**src/rtl/mips_fetch_stage_pkg.sv**
```systemverilog
// mips_fetch_stage_pkg
// Shared definitions for the MIPS-lite instruction-fetch stage:
//   - opcode constants (bits 31:26 of an instruction word)
//   - fetch FSM state enum
//   - IF/ID record layout {valid, ir, pc}, also used for the pend buffer
//   - is_halt() helper used wherever a fetched word is classified
package mips_fetch_stage_pkg;

    localparam logic [5:0] OP_RTYPE = 6'd0;
    localparam logic [5:0] OP_BEQ   = 6'd4;
    localparam logic [5:0] OP_BZ    = 6'd5;
    localparam logic [5:0] OP_ADDI  = 6'd8;
    localparam logic [5:0] OP_JR    = 6'd16;
    localparam logic [5:0] OP_HALT  = 6'd17;
    localparam logic [5:0] OP_LW    = 6'd35;
    localparam logic [5:0] OP_SW    = 6'd43;

    typedef enum logic [1:0] {
        ST_FETCH  = 2'd0,
        ST_DRAIN  = 2'd1,
        ST_HOLD   = 2'd2,
        ST_HALTED = 2'd3
    } fetch_state_e;

    typedef struct packed {
        logic        valid;
        logic [31:0] ir;
        logic [31:0] pc;
    } ifid_t;

    function automatic logic is_halt(input logic [5:0] opcode);
        return opcode == OP_HALT;
    endfunction

endpackage

```
**src/rtl/mips_fetch_stage_if.sv**
```systemverilog
// mips_fetch_stage_if
// Instruction-memory bus between the fetch stage (master) and the
// byte-addressed instruction memory (slave).
//   imem_req   master->slave  fetch request
//   imem_addr  master->slave  word-aligned byte address
//   imem_ack   slave->master  read data valid this cycle
//   imem_rdata slave->master  big-endian word, byte[addr] on bits 31:24
//
// Handshake: the master raises imem_req and holds imem_req/imem_addr stable
// until a cycle in which imem_ack=1; that cycle completes the transfer and
// imem_rdata is valid in it. imem_ack may come in the same cycle the request
// first appears (zero-wait). imem_ack is only meaningful while imem_req=1.
// On reset the master may drop imem_req before the ack; the memory must
// simply forget that request.
interface mips_fetch_stage_if #(
    parameter int MEM_ADDR_W = 12
) ();
    logic                  imem_req;
    logic [MEM_ADDR_W-1:0] imem_addr;
    logic                  imem_ack;
    logic [31:0]           imem_rdata;

    modport master (output imem_req, output imem_addr,
                    input  imem_ack, input  imem_rdata);
    modport slave  (input  imem_req, input  imem_addr,
                    output imem_ack, output imem_rdata);
endinterface

```
**src/rtl/mips_fetch_stage_pend_buffer.sv**
```systemverilog
// fetch_pend_buffer
// One-entry skid buffer holding a fetched {ir, pc} while decode stalls.
//   clk, reset  clock, synchronous active-high reset (empties the entry)
//   load_i      capture ir_i/pc_i and mark the entry valid
//   clear_i     empty the entry (wins over load_i)
//   ir_i, pc_i  word and its PC to capture
//   pend_o      current entry {valid, ir, pc}
module fetch_pend_buffer
    import mips_fetch_stage_pkg::*;
(
    input  logic        clk,
    input  logic        reset,
    input  logic        load_i,
    input  logic        clear_i,
    input  logic [31:0] ir_i,
    input  logic [31:0] pc_i,
    output ifid_t       pend_o
);

    ifid_t pend_q, pend_d;

    always_comb begin
        pend_d = pend_q;
        if (clear_i) begin
            pend_d.valid = 1'b0;
        end else if (load_i) begin
            pend_d.valid = 1'b1;
            pend_d.ir    = ir_i;
            pend_d.pc    = pc_i;
        end
    end

    always_ff @(posedge clk) begin
        if (reset) begin
            pend_q <= '0;
        end else begin
            pend_q <= pend_d;
        end
    end

    assign pend_o = pend_q;

endmodule

```
**src/rtl/mips_fetch_stage.sv**
```systemverilog
// mips_fetch_stage
// Instruction fetch for the MIPS-lite pipeline. Owns the PC, fetches words
// over the imem bus, fills the IF/ID register, parks one word in a pend
// buffer during a decode stall, follows execute redirects and stops after
// a HALT opcode.
// Ports:
//   clk, reset          clock, synchronous active-high reset
//   imem                instruction-memory bus (master side)
//   stall_i             decode load-use stall, holds a valid IF/ID
//   redirect_i          taken branch / JR from execute
//   redirect_pc_i       redirect target (bits 1:0 forced to 00)
//   ifid_valid_o/ir/pc  IF/ID register contents
//   fetch_halted_o      HALT fetched, no further requests
//   state_o             current fetch FSM state (debug)
// Build option MIPS_FETCH_STATS_EN adds fetch_count_o and redirect_count_o,
// saturating 32-bit counters of accepted words and redirect cycles.
module mips_fetch_stage
    import mips_fetch_stage_pkg::*;
#(
    parameter logic [31:0] PC_RESET   = 32'd0,
    parameter int          MEM_ADDR_W = 12
) (
    input  logic               clk,
    input  logic               reset,
    mips_fetch_stage_if.master imem,
    input  logic               stall_i,
    input  logic               redirect_i,
    input  logic [31:0]        redirect_pc_i,
    output logic               ifid_valid_o,
    output logic [31:0]        ifid_ir_o,
    output logic [31:0]        ifid_pc_o,
    output logic               fetch_halted_o,
    output fetch_state_e       state_o
`ifdef MIPS_FETCH_STATS_EN
    ,
    output logic [31:0]        fetch_count_o,
    output logic [31:0]        redirect_count_o
`endif
);

    fetch_state_e state_q, state_d;
    logic [31:0]  pc_q, pc_d;
    // Redirect target parked while DRAIN finishes the old request; pc_q keeps
    // the old address so imem_addr stays stable until the ack.
    logic [31:0]  tgt_q, tgt_d;
    ifid_t        ifid_q, ifid_d;
    ifid_t        pend;
    logic         pend_load, pend_clear;
    logic         req;
    logic [31:0]  redirect_tgt;

    assign redirect_tgt = {redirect_pc_i[31:2], 2'b00};
    // Gated by reset so the request drops immediately when reset asserts.
    assign req = ((state_q == ST_FETCH) || (state_q == ST_DRAIN)) && !reset;

    assign imem.imem_req  = req;
    assign imem.imem_addr = pc_q[MEM_ADDR_W-1:0];

    always_comb begin
        state_d    = state_q;
        pc_d       = pc_q;
        tgt_d      = tgt_q;
        ifid_d     = ifid_q;
        pend_load  = 1'b0;
        pend_clear = 1'b0;

        // IF/ID holds only while stalled with a live instruction; otherwise
        // it becomes a bubble unless something below loads it.
        if (!stall_i || !ifid_q.valid) begin
            ifid_d.valid = 1'b0;
        end

        if (redirect_i) begin
            ifid_d.valid = 1'b0;
            pend_clear   = 1'b1;
            if (req && !imem.imem_ack) begin
                state_d = ST_DRAIN;
                tgt_d   = redirect_tgt;
            end else begin
                state_d = ST_FETCH;
                pc_d    = redirect_tgt;
            end
        end else begin
            case (state_q)
                ST_FETCH: begin
                    if (imem.imem_ack) begin
                        pc_d = pc_q + 32'd4;
                        if (!stall_i || !ifid_q.valid) begin
                            ifid_d.valid = 1'b1;
                            ifid_d.ir    = imem.imem_rdata;
                            ifid_d.pc    = pc_q;
                            state_d = is_halt(imem.imem_rdata[31:26]) ? ST_HALTED : ST_FETCH;
                        end else begin
                            pend_load = 1'b1;
                            state_d   = ST_HOLD;
                        end
                    end
                end
                ST_DRAIN: begin
                    if (imem.imem_ack) begin
                        state_d = ST_FETCH;
                        pc_d    = tgt_q;
                    end
                end
                ST_HOLD: begin
                    if (!stall_i) begin
                        ifid_d     = pend;
                        pend_clear = 1'b1;
                        state_d    = is_halt(pend.ir[31:26]) ? ST_HALTED : ST_FETCH;
                    end
                end
                default: begin
                    // ST_HALTED: only redirect (above) or reset leaves.
                end
            endcase
        end
    end

    always_ff @(posedge clk) begin
        if (reset) begin
            state_q <= ST_FETCH;
            pc_q    <= PC_RESET;
            tgt_q   <= PC_RESET;
            ifid_q  <= '0;
        end else begin
            state_q <= state_d;
            pc_q    <= pc_d;
            tgt_q   <= tgt_d;
            ifid_q  <= ifid_d;
        end
    end

    fetch_pend_buffer u_pend (
        .clk     (clk),
        .reset   (reset),
        .load_i  (pend_load),
        .clear_i (pend_clear),
        .ir_i    (imem.imem_rdata),
        .pc_i    (pc_q),
        .pend_o  (pend)
    );

    assign ifid_valid_o   = ifid_q.valid;
    assign ifid_ir_o      = ifid_q.ir;
    assign ifid_pc_o      = ifid_q.pc;
    assign fetch_halted_o = (state_q == ST_HALTED);
    assign state_o        = state_q;

`ifdef MIPS_FETCH_STATS_EN
    logic [31:0] fetch_count_q, fetch_count_d;
    logic [31:0] redirect_count_q, redirect_count_d;
    logic        accept;

    // A word counts when acked in FETCH and not thrown away by a redirect.
    assign accept = (state_q == ST_FETCH) && req && imem.imem_ack && !redirect_i;

    always_comb begin
        fetch_count_d    = fetch_count_q;
        redirect_count_d = redirect_count_q;
        if (accept && (fetch_count_q != 32'hFFFF_FFFF)) begin
            fetch_count_d = fetch_count_q + 32'd1;
        end
        if (redirect_i && (redirect_count_q != 32'hFFFF_FFFF)) begin
            redirect_count_d = redirect_count_q + 32'd1;
        end
    end

    always_ff @(posedge clk) begin
        if (reset) begin
            fetch_count_q    <= '0;
            redirect_count_q <= '0;
        end else begin
            fetch_count_q    <= fetch_count_d;
            redirect_count_q <= redirect_count_d;
        end
    end

    assign fetch_count_o    = fetch_count_q;
    assign redirect_count_o = redirect_count_q;
`endif

endmodule

```
**src/flat_wrapper.sv**
```systemverilog
// flat-port wrapper written by rule: the top's interface ports become plain ports
module mips_fetch_stage_flat import mips_fetch_stage_pkg::*;
#(
    parameter logic [31:0] PC_RESET   = 32'd0,
    parameter int          MEM_ADDR_W = 12
)
  (clk, reset, stall_i, redirect_i, redirect_pc_i, ifid_valid_o, ifid_ir_o, ifid_pc_o, fetch_halted_o, state_o, imem_imem_req, imem_imem_addr, imem_imem_ack, imem_imem_rdata);
  mips_fetch_stage_if #(.MEM_ADDR_W(MEM_ADDR_W)) imem_i ();
  input  logic clk;
  input  logic reset;
  input  logic stall_i;
  input  logic redirect_i;
  input  logic [31:0] redirect_pc_i;
  output logic ifid_valid_o;
  output logic [31:0] ifid_ir_o;
  output logic [31:0] ifid_pc_o;
  output logic fetch_halted_o;
  output fetch_state_e state_o;
  output wire logic [$bits(imem_i.imem_req)-1:0] imem_imem_req;
  output wire logic [$bits(imem_i.imem_addr)-1:0] imem_imem_addr;
  input wire logic [$bits(imem_i.imem_ack)-1:0] imem_imem_ack;
  input wire logic [$bits(imem_i.imem_rdata)-1:0] imem_imem_rdata;
  assign imem_imem_req = imem_i.imem_req;
  assign imem_imem_addr = imem_i.imem_addr;
  assign imem_i.imem_ack = imem_imem_ack;
  assign imem_i.imem_rdata = imem_imem_rdata;
  mips_fetch_stage #(.PC_RESET(PC_RESET), .MEM_ADDR_W(MEM_ADDR_W)) u_core (.clk(clk), .reset(reset), .imem(imem_i), .stall_i(stall_i), .redirect_i(redirect_i), .redirect_pc_i(redirect_pc_i), .ifid_valid_o(ifid_valid_o), .ifid_ir_o(ifid_ir_o), .ifid_pc_o(ifid_pc_o), .fetch_halted_o(fetch_halted_o), .state_o(state_o));
endmodule
```
**config.mk**
```make
export PLATFORM = sky130hd
export DESIGN_NAME = mips_fetch_stage_flat
export DESIGN_NICKNAME = d
export VERILOG_FILES = /design/src/rtl/mips_fetch_stage_pkg.sv /design/src/rtl/mips_fetch_stage_if.sv /design/src/rtl/mips_fetch_stage_pend_buffer.sv /design/src/rtl/mips_fetch_stage.sv /design/src/flat_wrapper.sv
export SDC_FILE = /design/constraint.sdc
export NUM_CORES = 1
export LEC_CHECK = 0
export ABC_AREA = 1
export BUFFER_PORTS_ARGS = -buffer_cell sky130_fd_sc_hd__buf_4
export CORE_ASPECT_RATIO = 0.8
export CORE_MARGIN = 3
export CORE_UTILIZATION = 45
export CTS_CLUSTER_DIAMETER = 120
export DETAILED_ROUTE_END_ITERATION = 8
export PLACE_DENSITY = 0.66
export SLEW_MARGIN = 20
export SYNTH_ARGS = -nofsm -noshare
export SYNTH_HDL_FRONTEND = slang
export SYNTH_HIERARCHICAL = 1
export SYNTH_SLANG_ARGS = --single-unit
```
**constraint.sdc**
```tcl
create_clock -name clk -period 1.92 [get_ports clk]
set_input_delay 0.384 -clock clk [delete_from_list [all_inputs] [get_ports clk]]
set_output_delay 0.384 -clock clk [all_outputs]
set_load 0.02 [all_outputs]
```
==> results.sh, run 1 <==
export IMPL_cp_start_kind="register"
export IMPL_drt_wl_total_mm=29.6
export IMPL_drc_errors=0
export IMPL_clock_sinks=192
export IMPL_netlist_area_sq_um=9710
export IMPL_reg2reg_from="u_core/state_o[1]$_SDFFE_PP0P_"
export IMPL_power_density_nw_per_um2=792
export IMPL_fin_area_sq_um=12100
export IMPL_n_antenna_cell=0
export IMPL_fmax_ghz=0.538
export IMPL_reg2reg_depth=12
export IMPL_grt_max_degree=119
export IMPL_skew_ns=0.0101
export IMPL_synth_top_cells_by_area="dfxtp_1 40%, nand2_1 16%, a21oi_1 7.4%, nor2_1 7.2%, inv_1 6.8%"
export IMPL_hold_start="redirect_pc_i[10]"
export IMPL_cts_tree="yes"
export IMPL_post_dp_cell_area_sq_um=11100
export IMPL_worst_pin_slew_ns=0.646
export IMPL_setup_viol=0
export IMPL_place_congestion=0.897
export IMPL_die_h_microns=137
export IMPL_hold_end="u_core/tgt_q[10]$_SDFFE_PP0P_"
export IMPL_start_util_pct=46.4
export IMPL_r2r_slack_ns=0.08
export IMPL_ys_ff_latch=192
export IMPL_regArea_sq_um=3850
export IMPL_synth_flop_cell="dfxtp_1"
export IMPL_synth_warnings=6
export IMPL_clk_pin_slew_ns=0.08
export IMPL_min_period_ns=1.86
export IMPL_rows=47
export IMPL_wl_per_cell_microns=15.4
export IMPL_cts_buffers=17
export IMPL_clock_latency_ns=0.44
export IMPL_clk_path_buf_depth=2
export IMPL_finalHoldViolCount=0
export IMPL_crit_path_end_kind="output port"
export IMPL_synth_commonest_cells="423 x nand2_1, 192 x dfxtp_1, 187 x nor2_1"
export IMPL_relSlewSlack_pct=56.9
export IMPL_place_detailed_hpwl_mm=19.1
export IMPL_antenna_found_initial=0
export IMPL_synthArstFlopShare_pct=0
export IMPL_vias_per_cell=5.17
export IMPL_outcome="completed"
export IMPL_power_leakage_nw=5.12
export IMPL_hold_path_depth=3
export IMPL_grt_usage_pct=24.0
export IMPL_synth_cells=1505
export IMPL_htree_levels=4
export IMPL_grt_pass1_wl_mm=45.4
export IMPL_yosysSeqAreaShare_pct=39.6
export IMPL_port_buffers=145
export IMPL_dieArea_sq_um=23400
export IMPL_root_buffer="clkbuf_16"
export IMPL_synth_edf_count=0
export IMPL_multiInputGateArea_sq_um=4710
export IMPL_antenna_left=0
export IMPL_ios=150
export IMPL_syn_to_final_growth_pct=24.5
export IMPL_final_core_util_pct=57.7
export IMPL_drive_gt1_share_pct=17.6
export IMPL_period_share_pct=96.8
export IMPL_worstPathArrival_ns=1.47
export IMPL_fillCellCount=2069
export IMPL_crit_required_ns=1.54
export IMPL_nets=1715
export IMPL_cp_max_fo=3
export IMPL_synth_distinct_cells=36
export IMPL_cts_hold_buf=0
export IMPL_ir_drop_uv=562
export IMPL_path_class="reg2out"
export IMPL_fp_coreArea_sq_um=20900
export IMPL_maxCapViolations=0
export IMPL_r2r_end="u_core/u_pend/pend_o[59]$_SDFFE_PP0P_"
export IMPL_synth_top_cell_area_share_pct=39.6
export IMPL_gr_total_overflow=0
export IMPL_drv_slew=0
export IMPL_grt_pass1_vias=8830
export IMPL_synth_most_common_cell="nand2_1"
export IMPL_syn_avg_cell_area_sq_um=6.45
export IMPL_drt_iter0_drc=831
export IMPL_num_vias=9934
export IMPL_yosysTopAreaCell="dfxtp_1"
export IMPL_die_x_microns=170
export IMPL_min_path_type="in2reg"
export IMPL_dr_pass1_iters=6
## registers in the layout, indices dropped and copies added, names as in the netlist
register              count
u_core/u_pend/pend_o     65
u_core/state_o            2
u_core/pc_q              30
u_core/ifid_pc_o         32
u_core/tgt_q             30
u_core/ifid_ir_o         32
u_core/ifid_valid_o       1
## worst max-delay path: stages (launching register included)
cell and delay, ns:
dfxtp_2 0.34, buf_4 0.14, ha_4 0.16, o21ai_2 0.12, buf_4 0.13, inv_2 0.04, buf_6 0.12
## final cells by class
class,instances,area share [%]
Tap cell,269,2.78
Clock buffer,17,3.52
Inverter,183,5.79
Multi-Input combinational cell,1032,39.0
Timing Repair Buffer,215,15.9
Sequential cell,192,31.8
Clock inverter,14,1.26
## power by group
part           switching, mW  internal (mW)
clock network           1.71           1.83
logic                   1.06          0.688
registers              0.148           4.14
total                   2.91           6.65
## routing by layer
layer  wire, microns  global-route usage, %
met1           14000                   34.3
met2           13300                   37.8
met3            1860                   3.67
met4             478                   6.76
met5               0                      0
## cell usage in the layout (no fill, tap or decap), types with 3 or more instances in the layout
cell and count:
nand2_1 421, buf_4 191, dfxtp_1 190, nor2_1 185, inv_1 172, a21oi_1 141, nand3_1 113, o21ai_0 80
clkbuf_16 23, a211oi_1 23, buf_12 13, nor2_2 8, nor2_4 7, inv_2 7, o31ai_1 5, nand2_2 5
xor2_1 5, clkinv_4 4, buf_6 4, nand4_1 4, nor3_1 4, o22ai_1 4, conb_1 4, clkinvlp_4 3
inv_8 3, inv_6 3, ha_4 3
## cells by family (layout without fill, tap and decap cells)
logic type,count (synthesis),in the layout,synth area share (%)
buffers and inverters,284,429,12.9
AOI/OAI and AO/OA,264,264,14.6
DFF,192,192,39.6
adders and majority gates,5,5,0.645
other,1,4,0.0386
xor gates and xnor gates,5,5,0.451
and+or+nand+nor,754,754,31.8
## worst max-delay path by stage
stage,startpoint,to,slack [ns]
after global placement,u_core/state_o[0]$_SDFFE_PP0P_,u_core/pc_q[25]$_SDFFE_PP0P_,0.17
after global routing,u_core/state_o[1]$_SDFFE_PP0P_,u_core/u_pend/pend_o[59]$_SDFFE_PP0P_,-0.02
after detailed placement,u_core/state_o[0]$_SDFFE_PP0P_,u_core/tgt_q[19]$_SDFFE_PP0P_,0.09
after floorplan,u_core/state_o[0]$_SDFFE_PP0P_,u_core/u_pend/pend_o[58]$_SDFFE_PP0P_,0.10
final,u_core/state_o[0]$_SDFFE_PP0P_,imem_imem_req,0.06
after CTS,u_core/state_o[0]$_SDFFE_PP0P_,imem_imem_req,0.03
## metrics by stage
step	setup TNS, ns	power [mW]	setup WS [ns]	std cells	hold slack, ns
2_1_floorplan	0	5.34	0.102	1508	0.445
3_3_place_gp	0	5.95	0.173	1871	0.455
3_5_place_dp	0	5.97	0.0932	1871	0.456
4_1_cts	0	9.55	0.0315	1910	0.140
5_1_grt	-0.0640	10.0	-0.0199	1922	0.155
6_report	0	9.57	0.0618	1922	0.158
## what timing repair did
action                                  in CTS  in global routing
endpoints found under the setup margin       1                141
gates resized for setup                     11                 22
pin swaps                                    3                  6
buffers inserted                             9                  6
cloned                                       0                  6
Power figures use the tool's default switching activity.
==> inputs of run 2 (changes only) <==
--- a/config.mk
+++ b/config.mk
@@ -11,7 +11,9 @@
 export CORE_MARGIN = 3
 export CORE_UTILIZATION = 45
 export CTS_CLUSTER_DIAMETER = 120
+export CTS_CLUSTER_SIZE = 28
 export DETAILED_ROUTE_END_ITERATION = 8
+export GPL_TIMING_DRIVEN = 0
 export PLACE_DENSITY = 0.66
 export SLEW_MARGIN = 20
 export SYNTH_ARGS = -nofsm -noshare
==> run 2 against run 1 <==
  * Sequential share of layout area increased by 0.30 points
  * Critical endpoint unchanged
  * Largest cell class unchanged
  * Critical path type unchanged
  * Utilization decreased by 0.30 points
  * First-iteration DRC count up 4.1%
  * Flip-flop and latch count unchanged
==> results.sh, run 2 (synthesis gave the netlist of run 1 again) <==
export IMPL_outcome="completed"
export IMPL_dr_pass1_iters=5
export IMPL_nets=1758
export IMPL_worst_pin_slew_ns=0.756
export IMPL_crit_slowest_cell="dfxtp_2"
export IMPL_final_cell_mix="420 x nand2_1, 185 x nor2_1, 182 x buf_4"
export IMPL_power_leakage_nw=5.15
export IMPL_crit_path_end_kind="output port"
export IMPL_reg2reg_from="u_core/state_o[1]$_SDFFE_PP0P_"
export IMPL_crit_end="imem_imem_req"
export IMPL_fillCellCount=2134
export IMPL_drive_gt1_share_pct=18.3
export IMPL_grt_usage_pct=25.8
export IMPL_path_common_cell="inv_2"
export IMPL_num_vias=10145
export IMPL_die_x_microns=170
export IMPL_crit_start="u_core/state_o[1]$_SDFFE_PP0P_"
export IMPL_clk_pin_slew_ns=0.08
export IMPL_reg2reg_depth=8
export IMPL_final_setup_worst_slack_ns=0.0580
export IMPL_grt_max_degree=21
export IMPL_start_util_pct=46.4
export IMPL_path_cells="inv_2, ha_2, o21ai_4, inv_2, buf_6"
export IMPL_crit_required_ns=1.54
export IMPL_rsz0062_at_grt="true"
export IMPL_place_detailed_hpwl_mm=22.7
export IMPL_cp_start_kind="register"
export IMPL_largest_reg_flops=65
export IMPL_grt_pass1_wl_mm=47.6
export IMPL_root_buffer="clkbuf_16"
export IMPL_drc_errors=0
export IMPL_place_congestion=0.911
export IMPL_min_period_ns=1.86
export IMPL_htree_levels=4
export IMPL_relSlewSlack_pct=49.6
export IMPL_syn_to_final_growth_pct=23.9
export IMPL_skew_ns=0.0138
export IMPL_cts_tree="yes"
export IMPL_drv_slew=0
export IMPL_dieArea_sq_um=23400
export IMPL_ios=150
export IMPL_antenna_left=0
export IMPL_r2r_slack_ns=0.07
export IMPL_rows=47
export IMPL_clock_sinks=192
export IMPL_vias_per_cell=5.16
export IMPL_power_density_nw_per_um2=810
export IMPL_clk_path_buf_depth=2
export IMPL_r2r_end="u_core/pc_q[30]$_SDFFE_PP0P_"
export IMPL_maxCapViolations=0
export IMPL_gr_total_overflow=0
export IMPL_fmax_ghz=0.537
export IMPL_die_h_microns=137
export IMPL_period_share_pct=97.0
export IMPL_setup_viol=0
export IMPL_min_path_type="in2reg"
export IMPL_fp_coreArea_sq_um=20900
export IMPL_path_class="reg2out"
export IMPL_cp_max_fo=5
export IMPL_wl_per_cell_microns=15.7
export IMPL_grt_pass1_vias=9036
export IMPL_cts_buffers=17
export IMPL_cp_slowest_stage_delay_ns=0.34
export IMPL_port_buffers=145
export IMPL_mostFrequentLayoutCell="nand2_1"
export IMPL_worstPathArrival_ns=1.48
export IMPL_setup_tns_ns=0
export IMPL_n_antenna_cell=0
export IMPL_pre_cts_ws_ns=-0.551
export IMPL_finalHoldViolCount=0
export IMPL_antenna_found_initial=0
export IMPL_drt_iter0_drc=865
export IMPL_drt_wl_total_mm=30.8
export IMPL_clock_latency_ns=0.44
export IMPL_ir_drop_uv=521
run 2: cell count changes in the layout (fill, tap and decap cells not counted), moves of 3 or more:
cell	delta
clkbuf_1	+27
buf_2	+17
buf_12	-12
buf_4	-9
dfxtp_1	-9
buf_6	+7
clkbuf_2	+7
clkbuf_4	+7
dfxtp_2	+7
buf_1	+6
clkbuf_16	-6
clkinvlp_4	-3
run 2: routing by layer:
metal  track usage [%]  part of all wire [%]
met1              39.0                    48
met2              38.2                    43
met3              4.68                   7.2
met4              5.45                   1.7
met5                 0                     0
run 2: worst max-delay path, delay by kind of cell, from the launching register on:
family / cells / cell delay (ns)
AOI/OAI and AO/OA: 1 / 0.24
adders and majority gates: 1 / 0.22
buffers and inverters: 3 / 0.24
DFF: 1 / 0.34
run 2: per-stage QoR:
step                      std cells  util [%]  hold WS (ns)  area (sq um)  power, mW
final                          1966      57.4         0.126         12000       9.75
after global routing           1966      57.4         0.110         12000       10.2
after CTS                      1962      56.9         0.115         11900       9.73
after detailed placement       1922      53.2         0.455         11100       5.96
after global placement         1922      53.2         0.453         11100       5.95
after floorplan                1508         -         0.445          9720       5.34
run 2: worst min path at each step:
stage / startpoint / depth (start not counted) / endpoint / slack [ns]
2_1_floorplan: u_core/tgt_q[10]$_SDFFE_PP0P_ / 2 / u_core/tgt_q[10]$_SDFFE_PP0P_ / 0.45
3_3_place_gp: u_core/ifid_ir_o[26]$_SDFFE_PP0P_ / 2 / u_core/ifid_ir_o[26]$_SDFFE_PP0P_ / 0.45
3_5_place_dp: u_core/ifid_ir_o[25]$_SDFFE_PP0P_ / 2 / u_core/ifid_ir_o[25]$_SDFFE_PP0P_ / 0.45
4_1_cts: reset / 2 / u_core/u_pend/pend_o[64]$_SDFFE_PP0P_ / 0.11
5_1_grt: reset / 2 / u_core/u_pend/pend_o[64]$_SDFFE_PP0P_ / 0.11
6_report: reset / 2 / u_core/u_pend/pend_o[64]$_SDFFE_PP0P_ / 0.13
run 2: area by class of cell:
cell class	instances	area (sq um)	area share [%]
Clock buffer	18	439	3.65
Clock inverter	14	181	1.51
Inverter	183	697	5.80
Multi-Input combinational cell	1032	4700	39.1
Timing Repair Buffer	158	1200	10.0
Sequential cell	192	3860	32.1
Buffer	100	604	5.03
Tap cell	269	337	2.80
run 2: where the power goes:
group / switching [mW] / internal [mW]
registers: 0.195 / 4.14
logic: 1.04 / 0.611
clock network: 1.84 / 1.93
total: 3.07 / 6.68
run 2: repair_timing:
item / 4_1_cts / 5_1_grt
hold buffers: 0 / 0
setup endpoints to repair: 183 / 159
hold endpoints to repair: 0 / 0
pin swaps: 3 / 2
setup buffers: 8 / 5
gates resized for setup: 27 / 45
==> inputs of run 3 (changes only) <==
--- a/config.mk
+++ b/config.mk
@@ -14,7 +14,7 @@
 export CTS_CLUSTER_SIZE = 28
 export DETAILED_ROUTE_END_ITERATION = 8
 export GPL_TIMING_DRIVEN = 0
-export PLACE_DENSITY = 0.66
+export PLACE_DENSITY = 0.68
 export SLEW_MARGIN = 20
 export SYNTH_ARGS = -nofsm -noshare
 export SYNTH_HDL_FRONTEND = slang
==> run 3 against run 2 <==
  * Global-route usage shrank 0.17 points
  * First-iteration DRC count shrank 1.4%
  * Critical path type unchanged
  * Largest cell class unchanged
  * Design area grew 0.41%
  * Clock skew shrank 0.0054 ns
  * Non-clock buffer count is the same
  * Total power grew 2.8%
==> results.sh, run 3 (synthesis gave the netlist of run 1 again) <==
export IMPL_relSlewSlack_pct=48.6
export IMPL_start_util_pct=46.4
export IMPL_cts_buffers=17
export IMPL_total_power_mw=10.0
export IMPL_period_share_pct=97.9
export IMPL_place_congestion=0.920
export IMPL_fin_cells=1965
export IMPL_combinationalPowerShare_pct=16.5
export IMPL_num_vias=10131
export IMPL_place_detailed_hpwl_mm=22.9
export IMPL_regArea_sq_um=3860
export IMPL_fmax_ghz=0.532
export IMPL_maxCapViolations=0
export IMPL_grt_pass1_wl_mm=47.5
export IMPL_path_class="reg2out"
export IMPL_cts_tree="yes"
export IMPL_gr_total_overflow=0
export IMPL_ir_drop_uv=629
export IMPL_mostFrequentLayoutCell="nand2_1"
export IMPL_skew_ns=0.00848
export IMPL_reg2reg_from="u_core/state_o[0]$_SDFFE_PP0P_"
export IMPL_worstPathArrival_ns=1.50
export IMPL_drv_slew=0
export IMPL_clock_latency_ns=0.44
export IMPL_largest_reg_flops=65
export IMPL_die_h_microns=137
export IMPL_drive_gt1_share_pct=18.0
export IMPL_port_buffers=145
export IMPL_clkPwrFrac_pct=40.3
export IMPL_power_leakage_nw=5.16
export IMPL_clk_path_buf_depth=2
export IMPL_rsz0062_at_grt="true"
export IMPL_swShare_pct=29.1
export IMPL_final_cell_mix="421 x nand2_1, 186 x nor2_1, 184 x buf_4"
export IMPL_crit_required_ns=1.54
export IMPL_syn_to_final_growth_pct=24.4
export IMPL_grt_pass1_vias=9152
export IMPL_drt_iter0_drc=853
export IMPL_dr_pass1_iters=6
export IMPL_clock_sinks=192
export IMPL_die_x_microns=170
export IMPL_vias_per_cell=5.16
export IMPL_antenna_left=0
export IMPL_clk_pin_slew_ns=0.07
export IMPL_fillCellCount=2072
export IMPL_min_path_type="in2reg"
export IMPL_n_antenna_cell=0
export IMPL_rows=47
export IMPL_ios=150
export IMPL_multiInputGateArea_sq_um=4690
export IMPL_hold_start="reset"
export IMPL_dieArea_sq_um=23400
export IMPL_power_density_nw_per_um2=830
export IMPL_worst_pin_slew_ns=0.766
export IMPL_seqPwrFrac_pct=43.2
export IMPL_finalHoldViolCount=0
export IMPL_cp_start_kind="register"
export IMPL_cts_hold_buf=0
export IMPL_power_switching_mw=2.92
export IMPL_placedCellCount=1922
export IMPL_crit_start="u_core/state_o[1]$_SDFFE_PP0P_"
export IMPL_drc_errors=0
export IMPL_root_buffer="clkbuf_16"
export IMPL_grt_usage_pct=25.6
export IMPL_cp_max_fo=4
export IMPL_min_period_ns=1.88
export IMPL_nets=1758
export IMPL_setup_viol=0
export IMPL_crit_path_end_kind="output port"
export IMPL_fp_coreArea_sq_um=20900
export IMPL_p_int_mw=7.11
export IMPL_drt_wl_total_mm=30.7
export IMPL_wl_per_cell_microns=15.6
export IMPL_grt_max_degree=18
export IMPL_setup_tns_ns=0
export IMPL_antenna_found_initial=0
export IMPL_outcome="completed"
export IMPL_htree_levels=4
-- run 3: cell types whose count changed in the layout (fill, tap and decap cells not counted), sizes merged --
cell | previous run | this run
clkinv | 7 | 1
clkbuf | 59 | 54
bufinv | 1 | 5
clkinvlp | 0 | 3
inv | 189 | 187
buf | 217 | 222
-- run 3: timing repair --
action,in CTS,in global routing
endpoints found under the hold margin,0,0
pin swaps,3,2
resized for setup,29,41
buffers inserted,11,2
setup endpoints to repair,183,146
gates cloned,0,0
-- run 3: power groups by stage --
| stage | clock, mW | combinational (mW) | sequential [mW] |
|---|---|---|---|
| 2_1_floorplan | 0 | 0.954 | 4.39 |
| 3_3_place_gp | 0 | 1.53 | 4.41 |
| 3_5_place_dp | 0 | 1.54 | 4.41 |
| 4_1_cts | 4.09 | 1.61 | 4.32 |
| 5_1_grt | 4.26 | 1.82 | 4.35 |
| 6_report | 4.04 | 1.65 | 4.33 |
-- run 3: final timing paths --
path	cells past startpoint	slack, ns	to
setup / recovery	6	0.04	imem_imem_req
hold / removal	2	0.15	u_core/u_pend/pend_o[64]$_SDFFE_PP0P_
setup reg to reg	11	0.10	u_core/u_pend/pend_o[48]$_SDFFE_PP0P_
hold reg to reg	2	0.46	u_core/ifid_pc_o[22]$_SDFFE_PP0P_
-- run 3: metrics by stage --
stage	util [%]	setup slack (ns)	area, sq um	hold slack (ns)
after floorplan	-	0.102	9720	0.445
after global placement	53.2	-0.546	11100	0.452
after detailed placement	53.2	-0.586	11100	0.454
after CTS	57.3	0.00750	12000	0.132
after global routing	57.7	-0.0199	12100	0.143
final	57.7	0.0400	12100	0.145
-- run 3: layout make-up --
class,count,area share (%)
multi-input cells,1032,38.9
flip-flops and latches,192,32.0
repair buffers,158,10.1
inverters,183,5.78
plain buffers,100,5.07
clock buffers,18,3.55
well taps,269,2.79
clock inverters,13,1.87
-- run 3: critical path: stages (launching register included) --
cell and delay [ns]:
dfxtp_2 0.33, inv_2 0.05, ha_2 0.17, buf_6 0.13, o21ai_4 0.20, inv_2 0.05
buf_6 0.13
-- run 3: layer usage --
metal	vias up	routed length (microns)	track usage [%]
li1	5074	-	-
met1	4668	14600	38.5
met2	353	13100	37.9
met3	36	2390	4.73
met4	0	599	6.22
met5	-	0	0
